File: src/rtl/firebird7_in_gate1_secure_scanmux_pkg.sv
// Shared types and constants for the gate1 secure scan-mux IJTAG controller.
package firebird7_in_gate1_secure_scanmux_pkg;

    typedef enum logic [1:0] {
        StLocked   = 2'd0,
        StUnlocked = 2'd1,
        StLockout  = 2'd2
    } state_e;

    // Bit offsets of the status fields inside the captured DR image.
    localparam int unsigned STATE_LSB = 0;
    localparam int unsigned FAIL_LSB  = 2;

    localparam int unsigned KEY_W_DEFAULT     = 8;
    localparam logic [7:0]  KEY_VALUE_DEFAULT = 8'hA5;

endpackage

File: src/rtl/firebird7_in_gate1_secure_scanmux_dr.sv
// IJTAG data register {sib_bit, key}: serial shift, parallel status capture, scan-out.
module firebird7_in_gate1_secure_scanmux_dr #(
    parameter int unsigned KEY_W = 8
) (
    input  logic             tck,
    input  logic             reset,
    input  logic             shift_en,
    input  logic             capture_en,
    input  logic             si,
    input  logic [KEY_W:0]   capture_data,
    output logic [KEY_W:0]   sr,
    output logic             so
);

    logic [KEY_W:0] sr_q, sr_d;

    always_comb begin
        sr_d = sr_q;
        if (shift_en) begin
            // LSB leaves first; the sib bit is the last one to enter.
            sr_d = {si, sr_q[KEY_W:1]};
        end else if (capture_en) begin
            sr_d = capture_data;
        end
    end

    always_ff @(posedge tck) begin
        if (reset) begin
            sr_q <= '0;
        end else begin
            sr_q <= sr_d;
        end
    end

    assign sr = sr_q;
    assign so = sr_q[0];

endmodule

File: src/rtl/firebird7_in_gate1_secure_scanmux_ctrl.sv
// Key-gated controller driving mux_select of the gate1 secure spare scan mux.
// Optional lockout after repeated bad keys: define SECURE_SCANMUX_LOCKOUT_EN.
module firebird7_in_gate1_secure_scanmux_ctrl
    import firebird7_in_gate1_secure_scanmux_pkg::*;
#(
    parameter int unsigned      KEY_W     = KEY_W_DEFAULT,
    parameter logic [KEY_W-1:0] KEY_VALUE = KEY_VALUE_DEFAULT,
    parameter int unsigned      MAX_FAILS = 3,
    parameter int unsigned      FAIL_W    = 2
) (
    input  logic ijtag_tck,
    input  logic ijtag_reset,
    input  logic ijtag_sel,
    input  logic ijtag_se,
    input  logic ijtag_ce,
    input  logic ijtag_ue,
    input  logic ijtag_si,
    output logic ijtag_so,
    output logic mux_select,
    output logic unlocked,
    output logic locked_out
);

    // Status fields must fit below the sib bit, and the counter must reach the limit.
    if (KEY_W < FAIL_W + 2) begin : gen_bad_key_w
        $error("KEY_W must be >= FAIL_W+2");
    end
    if (MAX_FAILS > (2 ** FAIL_W) - 1) begin : gen_bad_fail_w
        $error("FAIL_W too narrow for MAX_FAILS");
    end

    state_e              state_q, state_d;
    logic [FAIL_W-1:0]   fail_cnt_q, fail_cnt_d;
    logic                mux_select_q, mux_select_d;
    logic [KEY_W:0]      sr;
    logic [KEY_W:0]      capture_data;
    logic                do_shift, do_capture, do_update, key_match;

    assign do_shift   = ijtag_sel & ijtag_se;
    assign do_capture = ijtag_sel & ijtag_ce & ~ijtag_se;
    assign do_update  = ijtag_sel & ijtag_ue & ~ijtag_se & ~ijtag_ce;
    assign key_match  = (sr[KEY_W-1:0] == KEY_VALUE);

    // Status only; the key field is deliberately never reflected back.
    always_comb begin
        capture_data                          = '0;
        capture_data[KEY_W]                   = mux_select_q;
        capture_data[STATE_LSB +: 2]          = state_q;
        capture_data[FAIL_LSB +: FAIL_W]      = fail_cnt_q;
    end

    firebird7_in_gate1_secure_scanmux_dr #(
        .KEY_W (KEY_W)
    ) u_dr (
        .tck          (ijtag_tck),
        .reset        (ijtag_reset),
        .shift_en     (do_shift),
        .capture_en   (do_capture),
        .si           (ijtag_si),
        .capture_data (capture_data),
        .sr           (sr),
        .so           (ijtag_so)
    );

    always_comb begin
        state_d      = state_q;
        fail_cnt_d   = fail_cnt_q;
        mux_select_d = mux_select_q;
        unique case (state_q)
            StLocked: begin
                mux_select_d = 1'b0;
                if (do_update) begin
                    if (key_match) begin
                        state_d      = StUnlocked;
                        fail_cnt_d   = '0;
                        mux_select_d = sr[KEY_W];
                    end else begin
                        if (fail_cnt_q != '1) begin
                            fail_cnt_d = fail_cnt_q + FAIL_W'(1);
                        end
`ifdef SECURE_SCANMUX_LOCKOUT_EN
                        if (fail_cnt_d == FAIL_W'(MAX_FAILS)) begin
                            state_d = StLockout;
                        end
`endif
                    end
                end
            end
            StUnlocked: begin
                if (do_update) begin
                    if (key_match) begin
                        mux_select_d = sr[KEY_W];
                    end else begin
                        state_d      = StLocked;
                        mux_select_d = 1'b0;
                    end
                end
            end
`ifdef SECURE_SCANMUX_LOCKOUT_EN
            StLockout: begin
                mux_select_d = 1'b0;
            end
`endif
            default: begin
                state_d      = StLocked;
                mux_select_d = 1'b0;
            end
        endcase
    end

    always_ff @(posedge ijtag_tck) begin
        if (ijtag_reset) begin
            state_q      <= StLocked;
            fail_cnt_q   <= '0;
            mux_select_q <= 1'b0;
        end else begin
            state_q      <= state_d;
            fail_cnt_q   <= fail_cnt_d;
            mux_select_q <= mux_select_d;
        end
    end

    assign mux_select = mux_select_q;
    assign unlocked   = (state_q == StUnlocked);
`ifdef SECURE_SCANMUX_LOCKOUT_EN
    assign locked_out = (state_q == StLockout);
`else
    assign locked_out = 1'b0;
`endif

endmodule

File: config.mk
export PLATFORM = sky130hd
export DESIGN_NAME = firebird7_in_gate1_secure_scanmux_ctrl
export DESIGN_NICKNAME = d
export VERILOG_FILES = /design/src/rtl/firebird7_in_gate1_secure_scanmux_pkg.sv /design/src/rtl/firebird7_in_gate1_secure_scanmux_dr.sv /design/src/rtl/firebird7_in_gate1_secure_scanmux_ctrl.sv
export SDC_FILE = /design/constraint.sdc
export NUM_CORES = 1
export LEC_CHECK = 0
export BUFFER_PORTS_ARGS = -buffer_cell sky130_fd_sc_hd__buf_2
export CAP_MARGIN = 20
export CORE_ASPECT_RATIO = 1.1
export CORE_UTILIZATION = 45
export CTS_CLUSTER_SIZE = 40
export DETAILED_ROUTE_END_ITERATION = 16
export HOLD_SLACK_MARGIN = 0.05
export PLACE_DENSITY = 0.66
export SYNTH_ARGS = -nofsm -noshare
export SYNTH_HDL_FRONTEND = slang
export SYNTH_HIERARCHICAL = 1
export SYNTH_SLANG_ARGS = --single-unit
File: constraint.sdc
create_clock -name ijtag_tck -period 1.9 [get_ports ijtag_tck]
set_input_delay 0.38 -clock ijtag_tck [delete_from_list [all_inputs] [get_ports ijtag_tck]]
set_output_delay 0.38 -clock ijtag_tck [all_outputs]
set_load 0.02 [all_outputs]
After elaboration in Yosys (flattened, before gate mapping)
Cells that the tools add are included.
Operators by class
  add/subtract/negate cells: 1
  equality and inequality tests: 7
  mux-type cells: 13
  bitwise logic cells: 8
  reduce and logical (&&, ||, !) cells: 5
Operators by type and width (number)
  2-to-1 mux 9 bit: 2
  2-to-1 mux 2 bit: 6
  equality test 8 bit (second input constant): 1
  != test 2 bit (second input constant): 4
  AND 1 bit: 6
  case mux 2 bit (2 select lines): 1
  AND reduction 4 bit: 1
  nonzero test 2 bit: 2
  2-to-1 mux 1 bit: 3
  AND reduction 3 bit: 1
  adder 2 x 1 -> 2 bit (second input constant): 1
  equality test 2 x 1 -> 1 bit (second input constant): 1
  zero test 2 bit: 1
  != test 2 x 1 -> 1 bit (second input constant): 1
  NOT 1 bit: 2
  case mux 1 bit (2 select lines): 1
Storage, ports and cells
  register bits after elaboration: 14
  bits of input ports: 7
  output and inout port bits: 4
  word-level logic and storage cells: 38

Logic depth before layout (Yosys ltp)
Gate-level depths: netlist (run 1).
  depth after elaboration: 5
  gate-level depth with buffers: 4
  gate-level depth less buffers: 4

By module
The synthesis (run 1) kept the hierarchy.
Modules (own cells, without submodules)
  firebird7_in_gate1_secure_scanmux_dr: times used 1, cells each 41, area each 425.4 µm², seq. area each 180.2 µm²
  firebird7_in_gate1_secure_scanmux_ctrl: times used 1, cells each 32, area each 292.8 µm², seq. area each 80.1 µm²

Worst setup path after synthesis (run 1)
Ideal clock, no wire load.
  kind: reg-to-reg
  from: register u_dr.sr_q[0] (netlist: u_dr/sr[0])
  to: register fail_cnt_q[0]
  library setup time: 0.126 ns
  arrival: 1.298 ns
  required time: 1.774 ns
  setup slack: 0.475 ns
  cell stages (with the launch flop): 5
  path buffers: 1
  clock period less this slack: 1.425 ns
  cell sequence: dfxtp_1 > buf_4 > or4bb_1 > o2111ai_1 > a31oi_1
On the way
  longest elaborated chain between the ends: 3
  elaborated cells on any way between the ends: 4
  classes of those cells: 1 x eq/ne; 1 x mux; 2 x reduce/logical
RTL lines
  start, declared: line firebird7_in_gate1_secure_scanmux_dr.sv:15  | logic [KEY_W:0] sr_q, sr_d;
  start signal, assigned: line firebird7_in_gate1_secure_scanmux_dr.sv:31  | sr_q <= sr_d;
  equality test 8 bit (*): line firebird7_in_gate1_secure_scanmux_ctrl.sv:42  | assign key_match = (sr[KEY_W-1:0] == KEY_VALUE);
  nonzero test 2 bit (no source line)
  AND reduction 3 bit (no source line)
  end signal, assigned: line firebird7_in_gate1_secure_scanmux_ctrl.sv:118  | fail_cnt_q <= fail_cnt_d;
  end, declared: line firebird7_in_gate1_secure_scanmux_ctrl.sv:33  | logic [FAIL_W-1:0] fail_cnt_q, fail_cnt_d;
Mark *: on every way between the ends. The rest lies on a longest branch, timed or not.
A chain may end at the register's enable or synchronous reset.

Worst setup path after layout (run 1)
  from: register u_dr.sr_q[2] (netlist: u_dr/sr[2])
  to: register fail_cnt_q[0]
Same word-level chain as after synthesis.

==> results of run 1 <==
[stage by stage]
step / hold WS (ps) / setup slack [ps] / instances / utilization [%]
CTS: 407 / 528 / 102 / 55.9
detailed placement: 482 / 351 / 98 / 54.1
global route: 426 / 460 / 102 / 55.9
finish: 416 / 523 / 102 / 55.9
floorplan: 449 / 475 / 78 / -
global placement: 484 / 370 / 98 / 54.1
[worst reg2reg max path, stage by stage (launching register included)]
cell and delay (ps):
dfxtp_1 380, or4bb_1 570, o2111ai_1 210, a31oi_1 110
[report_power, final]
group          internal (W)   total, W  switching [W]
Sequential         0.000286   0.000299      0.0000127
Clock             0.0000813   0.000172      0.0000907
Combinational     0.0000314  0.0000647      0.0000333
Total              0.000399   0.000536       0.000137
[logic make-up after synthesis]
group / after synthesis / share of synthesized area [%]
buffers and inverters: 7 / 5.92
multiplexers: 9 / 12.5
AO/OA/AOI/OAI: 19 / 18.5
other: 1 / 0.522
AND/OR/NAND/NOR: 23 / 24.6
adder cells (fa/ha/maj): 1 / 1.74
flip-flops: 13 / 36.2
[path summary, 6_finish.rpt]
check,startpoint,end,slack [ps],cells past startpoint
worst max-delay path,u_dr/sr[2],fail_cnt_q[0],520,3
worst min-delay path,ijtag_si,u_dr/sr[8],420,3
worst max register to register,u_dr/sr[2],fail_cnt_q[0],520,3
worst min register to register,mux_select,mux_select,490,2
[registers in the layout, indices dropped and copies added (netlist names)]
signal,flops
u_dr/sr,9
state_q,1
mux_select,1
fail_cnt_q,2
[cells in the final DEF (no fill, tap or decap)]
cell type and count:
and2_1 1, a31oi_1 2, or4bb_1 2, o21ai_0 2, mux2i_1 9, inv_1 1, clkbuf_4 3, conb_1 6
nand3_1 2, o2111ai_1 2, and4bb_2 3, buf_2 9, or4bb_4 1, nand2_1 1, nand4_1 1, dfxtp_1 13
nor2b_1 10, clkbuf_1 1, o211ai_1 2, nor2_1 1, a211oi_1 9, a21oi_1 2, and3b_1 1, inv_2 1
ha_1 1
[area by class of cell]
class / count / area share, %
clock buffers: 4 / 3.31
repair buffers: 9 / 5.68
inverters: 2 / 0.946
flip-flops and latches: 13 / 32.8
multi-input cells: 58 / 54.7
well taps: 16 / 2.52
[per-layer routing]
layer | routed length [um] | share of wire, %
met1 | 664 | 50
met2 | 614 | 46
met3 | 34 | 2.6
met4 | 9 | 0.68
met5 | 0 | 0
==> results.json, run 1 <==
{
  "n_fill_cell": 126,
  "cts_tree": "done",
  "worstMarginPinSlew_ps": 529,
  "crit_family": "simple AND/OR/NAND/NOR gates",
  "core_area_um2": 1420,
  "synth-edff-count": 0,
  "use_met3_pct": 3.08,
  "cp-end-kind": "flop",
  "relSlewSlack_pct": 64.8,
  "cp_slowest_cell": "or4bb_1",
  "cts_setup_buffers": 0,
  "gr-max-usage-layer": "met2",
  "grt_use_met1_pct": 25.6,
  "drt_iter0_drc": 13,
  "start_util_pct": 50.6,
  "netlist_top_cells_area": "dfxtp_1 (36%), mux2i_1 (13%), a211oi_1 (9.4%)",
  "grt_overflow": 0,
  "ys_seq_area_share_pct": 36.2,
  "power.density_nw_per_um2": 675,
  "rsz0062_at_grt": "false",
  "fp.dieW_um": 40.1,
  "syn_area_um2": 718,
  "core.rowCount": 14,
  "regArea_um2": 260,
  "setup_viol": 0,
  "fin_setup_tns_ps": 0,
  "post-synth-top-count-cell": "dfxtp_1",
  "layout-drive-gt1-share_pct": 19.8,
  "hold_violations": 0,
  "fin_crit_sh_pct": 72.5,
  "yosys_warnings": 6,
  "syn_inst": 73,
  "nets": 95,
  "synth_top_area_share_pct": 36.2,
  "dp_hpwl_um": 968,
  "cp_num_buf_inv": 0,
  "fin_total_pwr_w": 0.000536,
  "critPathKind": "reg -> reg",
  "holdBufCountCts": 0,
  "finalMaxSlewViolations": 0,
  "route.detailed.drc": 0,
  "async_reset_ff_share_pct": 0,
  "startpoint_type": "flop",
  "multi_input_area_um2": 434,
  "antenna_found_initial": 0,
  "arrival_ps": 1540,
  "clock_path_buffers": 2,
  "syn_to_final_growth_pct": 10.5,
  "ant_nets": 0,
  "timing.fmax_mhz": 726,
  "insertion_delay_ps": 280,
  "dpl-instance-area_um2": 767,
  "fin_area_um2": 793,
  "root_buffer": "clkbuf_4",
  "crit_path_max_incr_delay_ps": 570,
  "cts_buffers": 3,
  "grt_pass1_wl_um": 2200,
  "status": "finished, final reports clean",
  "dieArea_um2": 1760,
  "n_antenna_cell": 0,
  "cp_max_fo": 4,
  "drv_cap": 0,
  "path_cells": "or4bb_1, o2111ai_1, a31oi_1",
  "grt_max_degree": 14,
  "detail_route.first_pass.iterations": 4,
  "wl_per_cell_um": 13.0,
  "yosys.area.top_type": "dfxtp_1",
  "synth_seq_cells": 13,
  "period_needed_ps": 1380,
  "synth_top_flop_cell": "dfxtp_1",
  "worstPathRequired_ps": 2060,
  "chipHeight_um": 43.9,
  "postSynthAreaPerCell_um2": 9.84,
  "hold_path_class": "in -> reg",
  "num_vias": 579,
  "portBuffers": 9,
  "cts_repair_resize_count": 0,
  "fin_worst_skew_ps": 8.89,
  "grt_pass1_vias": 492,
  "clock-sinks": 13,
  "leakage_nw": 0.293,
  "cts.clk_slew.worst_paths_ps": 90,
  "gp_congestion": 0.736,
  "htreeDepth": 1,
  "io_pins": 11,
  "vdd_ir_drop_max_uv": 427,
  "finalWirelength_um": 1320,
  "gr-usage-met2_pct": 26.1,
  "synth_common_cells": "dfxtp_1 (13), nor2b_1 (10), a211oi_1 (9), mux2i_1 (9), and4bb_2 (3)",
  "grt_usage_pct": 18.7,
  "synth.distinct_cells": 26,
  "routed_via_density": 5.68
}
No activity file was read; power rests on OpenSTA's default activity.
==> run 2, diff against run 1 <==
--- a/config.mk
+++ b/config.mk
@@ -12,7 +12,7 @@
 export CTS_CLUSTER_SIZE = 40
 export DETAILED_ROUTE_END_ITERATION = 16
 export HOLD_SLACK_MARGIN = 0.05
-export PLACE_DENSITY = 0.66
+export PLACE_DENSITY = 0.68
 export SYNTH_ARGS = -nofsm -noshare
 export SYNTH_HDL_FRONTEND = slang
 export SYNTH_HIERARCHICAL = 1
==> constraint.sdc (replaced) <==
create_clock -name ijtag_tck -period 1.2 [get_ports ijtag_tck]
set_input_delay 0.24 -clock ijtag_tck [delete_from_list [all_inputs] [get_ports ijtag_tck]]
set_output_delay 0.24 -clock ijtag_tck [all_outputs]
set_load 0.02 [all_outputs]
==> results.json, run 2 (synthesized netlist as in run 1, its figures left out) <==
{
  "cts_buffers": 3,
  "fin_worst_skew_ps": 2.48,
  "period_needed_ps": 1320,
  "gp_congestion": 0.761,
  "fin_crit_sh_pct": 110,
  "antenna_found_initial": 0,
  "cts_setup_buffers": 0,
  "arrival_ps": 1480,
  "startpoint_type": "flop",
  "core_area_um2": 1420,
  "dieArea_um2": 1760,
  "dp_hpwl_um": 1130,
  "leakage_nw": 0.352,
  "cts_tree": "done",
  "setup_viol": 2,
  "drv_cap": 0,
  "drt_iter0_drc": 16,
  "timing.fmax_mhz": 756,
  "ant_nets": 0,
  "fin_setup_tns_ps": -239,
  "path_cells": "or4bb_4, o2111ai_2, a31oi_1",
  "finalMaxSlewViolations": 0,
  "portBuffers": 9,
  "n_antenna_cell": 0,
  "layout-drive-gt1-share_pct": 35.4,
  "chipHeight_um": 43.9,
  "insertion_delay_ps": 270,
  "crit_family": "simple AND/OR/NAND/NOR gates",
  "root_buffer": "clkbuf_4",
  "cp_max_fo": 4,
  "cts.clk_slew.worst_paths_ps": 80,
  "routed_via_density": 5.58,
  "dpl-instance-area_um2": 875,
  "largest_reg_flops": 9,
  "rsz0062_at_grt": "true",
  "cp_slowest_cell": "or4bb_4",
  "core.rowCount": 14,
  "power.density_nw_per_um2": 981,
  "cp-end-kind": "flop",
  "fp.dieW_um": 40.1,
  "grt_pass1_wl_um": 2390,
  "syn_to_final_growth_pct": 26.0,
  "critPathKind": "reg -> reg",
  "detail_route.first_pass.iterations": 4,
  "worstPathRequired_ps": 1360,
  "num_vias": 625,
  "grt_pass1_vias": 533,
  "htreeDepth": 1,
  "fin_ws_ps": -122,
  "violations": "setup timing",
  "nets": 105,
  "vdd_ir_drop_max_uv": 561,
  "fin_area_um2": 905,
  "fin_total_pwr_w": 0.000888,
  "clock-sinks": 13,
  "hold_violations": 0,
  "route.detailed.drc": 0,
  "final_common_cell": "nor2b_1",
  "hold_path_class": "in -> reg",
  "io_pins": 11,
  "cp_num_buf_inv": 0,
  "wl_per_cell_um": 13.7,
  "status": "finished, violations left",
  "crit_path_max_incr_delay_ps": 570,
  "start_util_pct": 50.6,
  "clock_path_buffers": 2,
  "grt_max_degree": 14,
  "grt_usage_pct": 20.0,
  "finalWirelength_um": 1540,
  "grt_overflow": 0
}
-- run 2: layout make-up --
cell class | count | area (um2)
clock buffer | 4 | 26.3
fill | 126 | 514
multi-input combinational | 58 | 450
sequential | 13 | 268
timing repair buffer | 19 | 133
tap | 16 | 20.0
inverter | 2 | 7.51
-- run 2: metal layers --
metal  routed length, um  part of all wire [%]  track usage, %
met1                 747                    49            29.6
met2                 720                    47            28.1
met3                  56                   3.6            3.08
met4                  13                  0.85            8.28
met5                   0                     0               0
-- run 2: worst paths after layout --
kind | from | to | slack, ps | cells past startpoint
worst min-delay path | ijtag_si | u_dr/sr[8] | 290 | 3
worst max register to register | u_dr/sr[4] | fail_cnt_q[0] | -120 | 3
worst min register to register | u_dr/sr[8] | mux_select | 500 | 2
worst max-delay path | u_dr/sr[4] | fail_cnt_q[0] | -120 | 3
-- run 2: report_power, final --
group	leakage (nW)	switching (W)	internal (W)
registers	0.108	0.0000132	0.000454
logic	0.229	0.0000707	0.0000780
clock network	0.0150	0.000143	0.000129
total	0.352	0.000227	0.000660
-- run 2: worst min-delay path, cell delays in order --
cell	delay, ps
buf_2	90
nor2b_1	120
a211oi_1	60
-- run 2: metrics by stage --
step | utilization, % | worst slack (ps) | hold slack, ps | std cells
floorplan | - | -118 | 309 | 78
global placement | 61.6 | -127 | 481 | 108
detailed placement | 61.6 | -127 | 493 | 108
CTS | 63.7 | -120 | 266 | 112
global route | 63.8 | -154 | 271 | 112
finish | 63.8 | -122 | 285 | 112
-- run 2: what timing repair did --
item,CTS,global route
hold buffers,0,0
pin swaps,1,1
gates resized for setup,2,1
setup endpoints to repair,2,2
hold endpoints to repair,0,0
==> run 3, diff against run 2 <==
--- a/config.mk
+++ b/config.mk
@@ -8,6 +8,7 @@
 export BUFFER_PORTS_ARGS = -buffer_cell sky130_fd_sc_hd__buf_2
 export CAP_MARGIN = 20
 export CORE_ASPECT_RATIO = 1.1
+export CORE_MARGIN = 2
 export CORE_UTILIZATION = 45
 export CTS_CLUSTER_SIZE = 40
 export DETAILED_ROUTE_END_ITERATION = 16
==> results.json, run 3 (synthesized netlist as in run 1, its figures left out) <==
{
  "status": "finished, violations left",
  "violations": "setup timing",
  "finalMaxSlewViolations": 0,
  "cts_buffers": 3,
  "crit_family": "simple AND/OR/NAND/NOR gates",
  "syn_to_final_growth_pct": 26.1,
  "dp_hpwl_um": 1230,
  "root_buffer": "clkbuf_4",
  "fin_ws_ps": -126,
  "p_seq_share_pct": 51.9,
  "arrival_ps": 1500,
  "hold-worst-slack_ps": 276,
  "period_needed_ps": 1330,
  "cp-end-kind": "flop",
  "gp_congestion": 0.801,
  "routed_via_density": 5.58,
  "switching_share_pct": 26.3,
  "layout-drive-gt1-share_pct": 35.4,
  "power_report.internal_total_w": 0.000660,
  "wl_per_cell_um": 14.4,
  "nets": 105,
  "hold_path_class": "in -> reg",
  "io_pins": 11,
  "crit_path_max_incr_delay_ps": 560,
  "holdBufCountCts": 0,
  "dieArea_um2": 1930,
  "antenna_found_initial": 0,
  "dpl-instance-area_um2": 876,
  "core.rowCount": 15,
  "power.density_nw_per_um2": 990,
  "final_common_cell": "nor2b_1",
  "route.detailed.drc": 0,
  "setup_viol": 2,
  "htreeDepth": 1,
  "critPathKind": "reg -> reg",
  "cp_num_cells": 3,
  "whs_path_depth": 3,
  "num_vias": 630,
  "pwr-share-comb_pct": 16.7,
  "cp_slowest_cell": "or4bb_4",
  "worstPathRequired_ps": 1370,
  "fin_crit_sh_pct": 110,
  "fin_setup_tns_ps": -237,
  "grt_overflow": 0,
  "dp_slack_ps": -195,
  "place_inst": 109,
  "p_switching_w": 0.000236,
  "grt_pass1_vias": 579,
  "fp.dieW_um": 42.1,
  "cts_setup_buffers": 0,
  "n_antenna_cell": 0,
  "drv_cap": 0,
  "rsz0062_at_grt": "true",
  "leakage_nw": 0.353,
  "cts_tree": "done",
  "chipHeight_um": 45.9,
  "vdd_ir_drop_max_uv": 589,
  "start_util_pct": 46.7,
  "worstRegToRegCells": 3,
  "detail_route.first_pass.iterations": 4,
  "insertion_delay_ps": 280,
  "hold_violations": 0,
  "path_cells": "or4bb_4, o2111ai_2, a31oi_1",
  "ant_nets": 0,
  "cp_max_fo": 4,
  "portBuffers": 9,
  "grt_usage_pct": 19.1,
  "grt_max_degree": 14,
  "core_area_um2": 1540,
  "clock_path_buffers": 2,
  "grt_pass1_wl_um": 2640,
  "finalWirelength_um": 1630,
  "cts.clk_slew.worst_paths_ps": 80,
  "stdcell_count": 113,
  "fin_worst_skew_ps": 5.66,
  "clock-sinks": 13,
  "cp_num_buf_inv": 0,
  "drt_iter0_drc": 6,
  "fin_area_um2": 906,
  "startpoint_type": "flop",
  "largest_reg_flops": 9,
  "p_clk_share_pct": 31.4,
  "timing.fmax_mhz": 754
}
==> run 3: final timing paths <==
check              from  slack [ps]             to
max          u_dr/sr[2]        -130  fail_cnt_q[0]
min            ijtag_si         280     u_dr/sr[8]
max reg2reg  u_dr/sr[2]        -130  fail_cnt_q[0]
min reg2reg  mux_select         490     mux_select
==> run 3: repair_timing <==
action                                  in CTS  in global routing
endpoints found under the setup margin       2                  3
gates cloned                                 0                  0
gates resized for setup                      0                  3
pin swaps                                    2                  6
==> run 3: final cells by class <==
type | count | area [um2]
Multi-Input combinational cell | 58 | 450
Timing Repair Buffer | 19 | 133
Inverter | 2 | 7.51
Sequential cell | 13 | 268
Fill cell | 149 | 633
Clock buffer | 4 | 26.3
Tap cell | 17 | 21.3
==> run 3: worst reg2reg max path: stages (launching register included) <==
cell	delay [ps]
dfxtp_2	330
or4bb_4	560
o2111ai_2	220
a31oi_1	100
==> run 3: per-layer routing <==
layer  global-route usage, %  up-vias  wire length, um
met3                    2.38        5               33
met5                       0        -                0
met2                    34.7       11              823
met1                    21.2      293              715
li1                        -      321                -
met4                    13.1        0               53
==> run 3: stage by stage <==
step                total power [W]  util, %
global placement           0.000619     56.9
floorplan                  0.000565        -
detailed placement         0.000624     56.9
finish                     0.000896     58.9
CTS                        0.000906     58.6
global route               0.000940     58.9
==> run 3: power groups by stage <==
stage	Sequential [W]	Combinational, W	Clock, W
after global routing	0.000468	0.000163	0.000308
after CTS	0.000465	0.000150	0.000291
after floorplan	0.000479	0.0000853	0
after global placement	0.000474	0.000145	0
final	0.000465	0.000150	0.000282
after detailed placement	0.000475	0.000150	0
